--- config.mk ---
export PLATFORM = sky130hd
export DESIGN_NAME = vmem_write_scheduler
export DESIGN_NICKNAME = d
export VERILOG_FILES = /design/src/rtl/vmem_write_scheduler_pkg.sv /design/src/rtl/vmem_write_scheduler_rect_scan_counter.sv /design/src/rtl/vmem_write_scheduler.sv
export SDC_FILE = /design/constraint.sdc
export NUM_CORES = 1
export LEC_CHECK = 0
export BUFFER_PORTS_ARGS = -buffer_cell sky130_fd_sc_hd__buf_2
export CAP_MARGIN = 40
export CORE_MARGIN = 2
export CORE_UTILIZATION = 35
export CTS_CLUSTER_DIAMETER = 50
export DETAILED_ROUTE_END_ITERATION = 6
export PLACE_DENSITY = 0.56
export SLEW_MARGIN = 10
export SYNTH_ARGS = -nofsm -noshare
export SYNTH_HDL_FRONTEND = slang
export SYNTH_SLANG_ARGS = --single-unit
--- constraint.sdc ---
create_clock -name i_clock -period 5.1 [get_ports i_clock]
set_clock_uncertainty 0.2 [all_clocks]
set_input_delay 1.02 -clock i_clock [delete_from_list [all_inputs] [get_ports i_clock]]
set_output_delay 1.02 -clock i_clock [all_outputs]
set_load 0.1 [all_outputs]
--- src/rtl/vmem_write_scheduler_pkg.sv ---
// Shared definitions for the video-memory write scheduler.
// Latency: n/a (types and constants only).
// Backpressure: n/a.
package vmem_write_scheduler_pkg;

  // Default cell-coordinate and colour widths (32x32 grid, 3-bit RGB).
  localparam int COORD_W_DEF = 5;
  localparam int COLOR_W_DEF = 3;

  // Scheduler states. ST_WAIT_VB is reachable only in the vblank-gated build.
  typedef enum logic [1:0] {
    ST_IDLE    = 2'd0,
    ST_FILL    = 2'd1,
    ST_WAIT_VB = 2'd2,
    ST_DONE    = 2'd3
  } state_t;

endpackage

--- src/rtl/vmem_write_scheduler_rect_scan_counter.sv ---
// Row-major inclusive scan over a rectangle of cells, one cell per step.
// Latency: x/y/last valid the cycle after load; each step advances one cell.
// Backpressure: step is ignored once the last cell is reached, so counters never wrap.
// Ports: i_clk, i_rst (sync, active-high), i_load (latch bounds, x=X0, y=Y0),
//        i_step (advance), i_x0/i_x1/i_y0/i_y1 bounds, o_x/o_y current cell, o_last.
module vmem_write_scheduler_rect_scan_counter #(
  parameter int COORD_W = 5
) (
  input  logic               i_clk,
  input  logic               i_rst,
  input  logic               i_load,
  input  logic               i_step,
  input  logic [COORD_W-1:0] i_x0,
  input  logic [COORD_W-1:0] i_x1,
  input  logic [COORD_W-1:0] i_y0,
  input  logic [COORD_W-1:0] i_y1,
  output logic [COORD_W-1:0] o_x,
  output logic [COORD_W-1:0] o_y,
  output logic               o_last
);

  logic [COORD_W-1:0] r_x0;
  logic [COORD_W-1:0] r_x1;
  logic [COORD_W-1:0] r_y1;
  logic [COORD_W-1:0] r_x;
  logic [COORD_W-1:0] r_y;

  always_ff @(posedge i_clk) begin
    if (i_rst) begin
      r_x0 <= '0;
      r_x1 <= '0;
      r_y1 <= '0;
      r_x  <= '0;
      r_y  <= '0;
    end else if (i_load) begin
      r_x0 <= i_x0;
      r_x1 <= i_x1;
      r_y1 <= i_y1;
      r_x  <= i_x0;
      r_y  <= i_y0;
    end else if (i_step && !o_last) begin
      // Holding at the last cell keeps X1=31/Y1=31 from rolling over to 0.
      if (r_x == r_x1) begin
        r_x <= r_x0;
        r_y <= r_y + 1'b1;
      end else begin
        r_x <= r_x + 1'b1;
      end
    end
  end

  assign o_x    = r_x;
  assign o_y    = r_y;
  assign o_last = (r_x == r_x1) && (r_y == r_y1);

endmodule

--- src/rtl/vmem_write_scheduler.sv ---
// Sole owner of the video-memory write port: CPU writes vs. rectangle-fill engine.
// Latency: CPU write at t on outputs at t+1; first fill write at t+2 after start at t.
// Backpressure: CPU never stalls; a CPU write holds the fill on the same cell for that cycle.
// Ports: i_clock, i_reset (sync, active-high); i_cpu_write/addr/color CPU request;
//        i_fill_start, i_fill_x0/x1/y0/y1 (inclusive), i_fill_color, i_fill_abort, i_vblank;
//        o_write_enable/addr/data to video memory; o_busy, o_done, o_error status.
// Build option: VMEM_VBLANK_ONLY_EN gates fill writes to i_vblank=1 (adds ST_WAIT_VB).
module vmem_write_scheduler
  import vmem_write_scheduler_pkg::*;
#(
  parameter int COORD_W = COORD_W_DEF,
  parameter int COLOR_W = COLOR_W_DEF
) (
  input  logic                 i_clock,
  input  logic                 i_reset,
  input  logic                 i_cpu_write,
  input  logic [2*COORD_W-1:0] i_cpu_addr,
  input  logic [COLOR_W-1:0]   i_cpu_color,
  input  logic                 i_fill_start,
  input  logic [COORD_W-1:0]   i_fill_x0,
  input  logic [COORD_W-1:0]   i_fill_x1,
  input  logic [COORD_W-1:0]   i_fill_y0,
  input  logic [COORD_W-1:0]   i_fill_y1,
  input  logic [COLOR_W-1:0]   i_fill_color,
  input  logic                 i_fill_abort,
  input  logic                 i_vblank,
  output logic                 o_write_enable,
  output logic [2*COORD_W-1:0] o_write_addr,
  output logic [COLOR_W-1:0]   o_write_data,
  output logic                 o_busy,
  output logic                 o_done,
  output logic                 o_error
);

  state_t               r_state;
  state_t               w_next;
  logic                 w_load;
  logic                 w_fill_wr;
  logic                 w_bad;
  logic                 w_last;
  logic [COORD_W-1:0]   w_x;
  logic [COORD_W-1:0]   w_y;
  logic [COLOR_W-1:0]   r_color;
  logic                 r_bad;
  logic                 r_we;
  logic [2*COORD_W-1:0] r_addr;
  logic [COLOR_W-1:0]   r_data;
  logic                 r_busy;
  logic                 r_done;
  logic                 r_error;

  assign w_bad = (i_fill_x0 > i_fill_x1) || (i_fill_y0 > i_fill_y1);

`ifndef VMEM_VBLANK_ONLY_EN
  logic w_unused_vblank;
  assign w_unused_vblank = i_vblank;
`endif

  vmem_write_scheduler_rect_scan_counter #(.COORD_W(COORD_W)) u_scan (
    .i_clk  (i_clock),
    .i_rst  (i_reset),
    .i_load (w_load),
    .i_step (w_fill_wr),
    .i_x0   (i_fill_x0),
    .i_x1   (i_fill_x1),
    .i_y0   (i_fill_y0),
    .i_y1   (i_fill_y1),
    .o_x    (w_x),
    .o_y    (w_y),
    .o_last (w_last)
  );

  always_comb begin
    w_next    = r_state;
    w_load    = 1'b0;
    w_fill_wr = 1'b0;
    case (r_state)
      ST_IDLE: begin
        // Abort has no meaning here, so a start alongside it is honoured.
        if (i_fill_start) begin
          w_load = 1'b1;
          w_next = w_bad ? ST_DONE : ST_FILL;
        end
      end
      ST_FILL: begin
        if (i_fill_abort) begin
          w_next = ST_IDLE;
`ifdef VMEM_VBLANK_ONLY_EN
        end else if (!i_vblank) begin
          w_next = ST_WAIT_VB;
`endif
        end else if (!i_cpu_write) begin
          w_fill_wr = 1'b1;
          if (w_last) begin
            w_next = ST_DONE;
          end
        end
      end
`ifdef VMEM_VBLANK_ONLY_EN
      ST_WAIT_VB: begin
        if (i_fill_abort) begin
          w_next = ST_IDLE;
        end else if (i_vblank) begin
          w_next = ST_FILL;
        end
      end
`endif
      ST_DONE: w_next = ST_IDLE;
      default: w_next = ST_IDLE;
    endcase
  end

  always_ff @(posedge i_clock) begin
    if (i_reset) begin
      r_state <= ST_IDLE;
      r_color <= '0;
      r_bad   <= 1'b0;
      r_we    <= 1'b0;
      r_addr  <= '0;
      r_data  <= '0;
      r_busy  <= 1'b0;
      r_done  <= 1'b0;
      r_error <= 1'b0;
    end else begin
      r_state <= w_next;
      // Status lags the state by one cycle, like every other output.
      r_busy  <= (r_state != ST_IDLE);
      r_done  <= (r_state == ST_DONE);
      r_error <= (r_state == ST_DONE) && r_bad;
      if (w_load) begin
        r_color <= i_fill_color;
        r_bad   <= w_bad;
      end
      r_we <= i_cpu_write || w_fill_wr;
      if (i_cpu_write) begin
        r_addr <= i_cpu_addr;
        r_data <= i_cpu_color;
      end else if (w_fill_wr) begin
        r_addr <= {w_y, w_x};
        r_data <= r_color;
      end
    end
  end

  assign o_write_enable = r_we;
  assign o_write_addr   = r_addr;
  assign o_write_data   = r_data;
  assign o_busy         = r_busy;
  assign o_done         = r_done;
  assign o_error        = r_error;

endmodule
==> flow_summary.yaml, run 1 <==
logic_synthesis:
  yosysWarnings: 0
  synth.most_common_cell: "dfxtp_1"
  synth_area_leader_cell: "dfxtp_1"
  synth_common_cells: "dfxtp_1 (48), nor2_1 (47), nand2_1 (40)"
  synth_edf_count: 0
  synth-seq-cells: 48
  syn_inst: 291
  synth_area_mm2: 0.00242
  ys_types: 37
  synth_top_area_share_pct: 39.7
  yosys_most_used_dff: "dfxtp_1"
  synth.area.top_cells: "dfxtp_1 (40%), nor2_1 (7.3%), a21oi_1 (7.0%), mux2i_1 (7.0%), ha_1 (6.2%)"
  syn_area_per_cell_um2: 8.32
  syn_nets: 345
  synth-seq-area-share_pct: 39.7
  async_flop_share_pct: 0
die:
  rows: 30
  die-area_mm2: 0.00760
  initial_core_util_pct: 35.8
  core_area_mm2: 0.00676
  die_x_um: 87.2
  pin_count: 59
  fp.dieH_um: 87.2
timing:
  layout_min_cycle_time_ns: 2.59
  finalSetupViolations: 0
  worstMarginPinSlew_ns: 0.859
  holdWs_ns: 0.257
  rsz0062_at_grt: "no"
  fmaxAchievable_mhz: 386
  max_slew_margin_pct: 42.8
  fin_crit_sh_pct: 50.9
  drv_slew: 0
  hold_viol_final: 0
  tns_ns: 0
  setup_ws_ns: 2.51
routing:
  antenna_left: 0
  drc: 0
  num_vias: 2077
  detail_route.iter0.violations: 108
  viasPerCell: 4.92
  dr.pass1.iters: 4
  wl_mm: 5.42
  wl_per_cell_um: 12.8
cts:
  clock_sinks: 48
  worst_skew_pair.late_latency_ns: 0.30
  cts_root_buf: "clkbuf_8"
  cts_buffer_depth: 2
  cts_buffers: 5
  cts-resized-gates: 0
  htreeDepth: 2
  postCtsHoldBufs: 0
  postCtsSetupBuffers: 0
  cts_tree: "yes"
  path_clk_slew_ns: 0.08
critical_path:
  crit_arrival_ns: 2.59
  critPathLaunchType: "primary input"
  required_ns: 5.10
  critPathCaptureType: "flop"
  crit_type: "in2reg"
  crit_fanout: 2
power:
  finalPower_mw: 0.897
  power.leakage_nw: 1.27
  power.density_mw_per_mm2: 315
  peakVddDrop_mv: 0.112
cells_and_area:
  drive_gt1_share_pct: 22.2
  fillCellCount: 729
  utilization_pct: 42.1
  diodes: 0
  syn2layout_area_growth_pct: 17.6
  fin_nets: 395
grt:
  grt_use_total_pct: 15.5
  antenna_found_initial: 0
  grt_max_degree: 47
  grt.overflow.total: 0
  grt_pass1_vias: 2047
  grt_first_pass_wirelength_mm: 9.23
status:
  status: "completed"
place:
  place_hpwl_mm: 3.92
  place.gp.congestion: 0.742
  preCtsSetupSlack_ns: 2.17
  port_buffers: 57
worst_hold_path:
  hp-class: "reg2reg"
run:
  drv_cap: 0
[stage by stage]
step,instance area (um^2),instances
4_1_cts,2850,422
6_report,2850,422
2_1_floorplan,2420,291
3_3_place_gp,2760,414
5_1_grt,2850,422
3_5_place_dp,2760,414
[kinds of logic after synthesis]
family,count (synthesis),synth area share (%)
simple gates,109,20.8
compound gates,57,14.3
flops,48,39.7
buf+inv,30,5.22
mux,19,7.96
xor+xnor,16,5.79
fa+ha+maj,12,6.20
[path summary, 6_finish.rpt]
kind | startpoint | to | slack, ns | depth (start not counted)
max | i_fill_y0[2] | r_state[1] | 2.51 | 8
max reg2reg | u_scan.o_x[0] | u_scan.o_y[3] | 2.81 | 6
min reg2reg | u_scan.r_x0[0] | u_scan.r_x0[0] | 0.26 | 2
min | u_scan.r_x0[0] | u_scan.r_x0[0] | 0.26 | 2
[report_power, final]
group | total [mW] | switching, mW | leakage [nW] | internal, mW
clock | 0.232 | 0.121 | 0.0455 | 0.111
sequential | 0.431 | 0.0262 | 0.395 | 0.405
combinational | 0.235 | 0.154 | 0.829 | 0.0812
[area by class of cell]
cell class	instances	area (um^2)	area share (%)
Sequential cell	48	961	33.8
Tap cell	80	100	3.52
Timing Repair Buffer	60	308	10.8
Inverter	13	48.8	1.71
Clock buffer	8	90.1	3.16
Multi-Input combinational cell	213	1340	47.0
[layout by cell type, fill, tap and decap left out]
master and count:
buf_2 57, dfxtp_1 48, nor2_1 47, nand2_1 40
a21oi_1 34, mux2i_1 17, inv_1 13, ha_1 12
a211oi_1 11, xnor2_1 9, xor2_1 7, clkbuf_8 6
nand3_1 5, a21o_1 4, buf_4 3, nand4_1 2
and2_1 2, nor3_2 2, nor4b_2 2, mux2_2 2
o21ai_0 2, nand3b_1 2, clkbuf_1 2, and2_0 1
o22a_1 1, nor3b_2 1, nand2b_2 1, a21oi_2 1
nor3b_4 1, and3_1 1, and4_1 1, nor4_1 1
a222oi_1 1, o31ai_1 1, a2111oi_0 1, o211a_1 1
[registers in the layout, summed over array words and instances, names as in the netlist]
register	count
o_write_enable	1
u_scan.r_x1	5
o_busy	1
r_bad	1
o_done	1
u_scan.o_x	5
u_scan.o_y	5
r_state	2
o_write_addr	10
o_write_data	3
u_scan.r_y1	5
u_scan.r_x0	5
o_error	1
r_color	3
[metal layers]
metal | up-vias | global-route usage [%] | routed length (um)
met1 | 944 | 19.0 | 2410
met5 | - | 0 | 0
met3 | 7 | 2.94 | 226
met2 | 40 | 27.0 | 2690
met4 | 0 | 5.87 | 89
li1 | 1086 | - | -
[worst max-delay path, cell delays in order]
cell,delay (ns)
buf_2,0.11
ha_1,0.31
a21o_1,0.17
a21o_1,0.17
a211oi_1,0.29
o22a_1,0.26
nand2_1,0.07
o211a_1,0.19
(Power assumes the default switching activity.)
==> run 2, diff against run 1 <==
- PLACE_DENSITY: 0.56 -> 0.58
- clock period: 5.1 -> 2.1 ns (I/O delays scaled with it)
==> flow_summary.yaml, run 2 (synthesized netlist as in run 1, its figures left out) <==
status:
  status: "completed"
die:
  rows: 30
  die-area_mm2: 0.00760
  core_area_mm2: 0.00676
  die_x_um: 87.2
  initial_core_util_pct: 35.8
  fp.dieH_um: 87.2
  pin_count: 59
cells_and_area:
  largest_register_ffs: 10
  layout_common_cells: "buf_2 (57), nor2_1 (47), dfxtp_1 (46), nand2_1 (40), a21oi_1 (34)"
  fin_nets: 422
  final_common_cell: "buf_2"
  syn2layout_area_growth_pct: 26.1
  diodes: 0
  fin_cells: 449
  drive_gt1_share_pct: 28.7
timing:
  tns_ns: 0
  max_slew_margin_pct: 58.3
  fmaxAchievable_mhz: 502
  holdWs_ns: 0.143
  drv_slew: 0
  worstMarginPinSlew_ns: 0.610
  finalSetupViolations: 0
  fin_crit_sh_pct: 94.9
  layout_min_cycle_time_ns: 1.99
  setup_ws_ns: 0.107
  hold_viol_final: 0
place:
  place_hpwl_mm: 4.41
  placedCellCount: 439
  place.gp.congestion: 0.844
  port_buffers: 57
  preCtsSetupSlack_ns: -0.219
cts:
  cts_buffer_depth: 2
  path_clk_slew_ns: 0.09
  cts_tree: "yes"
  cts_buffers: 5
  clock_sinks: 48
  cts_root_buf: "clkbuf_8"
  htreeDepth: 2
  worst_skew_pair.late_latency_ns: 0.30
critical_path:
  cpMostUsedCell: "a21o_1"
  required_ns: 2.10
  cpLargestDelayFamily: "compound AO/OA/AOI/OAI gates"
  worst_path_max_delay_cell: "a211oi_1"
  critPathCaptureType: "flop"
  cpPeakStageDelay_ns: 0.32
  critPathLaunchType: "primary input"
  crit_type: "in2reg"
  crit_fanout: 2
  path_cells: "buf_2 -> ha_1 -> a21o_1 -> a21o_1 -> a211oi_1 -> o22a_1 -> nand2_1 -> o211a_1"
  crit_arrival_ns: 1.99
  path_buf_inv: 1
grt:
  top_usage_layer: "met2"
  grt_max_degree: 30
  use_met2_pct: 29.0
  grt_pass1_vias: 2183
  antenna_found_initial: 0
  grt_first_pass_wirelength_mm: 9.57
  met3_usage_pct: 4.55
  grt_use_total_pct: 16.0
  grt.overflow.total: 0
  gr-usage-met1_pct: 17.9
routing:
  dr.pass1.iters: 5
  viasPerCell: 4.85
  num_vias: 2177
  drc: 0
  detail_route.iter0.violations: 162
  antenna_left: 0
  wl_mm: 5.77
  wl_per_cell_um: 12.9
power:
  peakVddDrop_mv: 0.308
  power.density_mw_per_mm2: 746
  finalPower_mw: 2.28
  power.leakage_nw: 1.41
worst_hold_path:
  hp-class: "in2reg"
run:
  drv_cap: 0
## run 2: cell types whose count changed in the layout (fill, tap and decap cells not counted), sizes merged
cell	delta
buf	+27
## run 2: through the flow
stage,util [%],area (um^2)
2_1_floorplan,-,2420
3_3_place_gp,43.6,2940
3_5_place_dp,43.6,2940
4_1_cts,44.9,3030
5_1_grt,45.2,3050
6_report,45.2,3050
## run 2: repair_timing
action	4_1_cts	5_1_grt
resized for setup	0	4
endpoints found under the hold margin	0	0
endpoints found under the setup margin	0	9
setup buffers	0	2
hold buffers	0	0
## run 2: area by class of cell
cell class              count  area (um^2)
clock buffers               8         90.1
fillers                   694         3700
inverters                  13         48.8
multi-input cells         213         1340
flip-flops and latches     48          963
well taps                  80          100
repair buffers             87          510
## run 2: worst reg2reg max path, cell delays in order (launching register included)
cell and delay (ns):
dfxtp_1 0.40, xnor2_1 0.14, nand3_1 0.10, nor3_2 0.19, buf_4 0.18, nor3b_4 0.07
buf_4 0.14, buf_4 0.12, a222oi_1 0.21, a21oi_1 0.10
## run 2: path summary, 6_finish.rpt
kind,slack (ns),to,cells after the start,from
worst min-delay path,0.14,o_write_addr[7],3,i_cpu_addr[7]
worst max register to register,0.12,u_scan.o_x[1],9,u_scan.o_y[4]
worst max-delay path,0.11,r_state[1],8,i_fill_y0[2]
worst min register to register,0.26,u_scan.r_x0[2],2,u_scan.r_x0[2]
## run 2: power breakdown
group          internal [mW]  switching (mW)  total, mW  leakage (nW)
registers              0.984          0.0509       1.03         0.396
clock network          0.269           0.305      0.574        0.0455
logic                  0.267           0.402      0.669         0.965
total                   1.52           0.758       2.28          1.41
## run 2: layer usage
| layer | vias up | part of all wire [%] |
|---|---|---|
| li1 | 1139 | - |
| met5 | - | 0 |
| met1 | 989 | 43 |
| met3 | 4 | 4.9 |
| met2 | 45 | 51 |
| met4 | 0 | 0.68 |
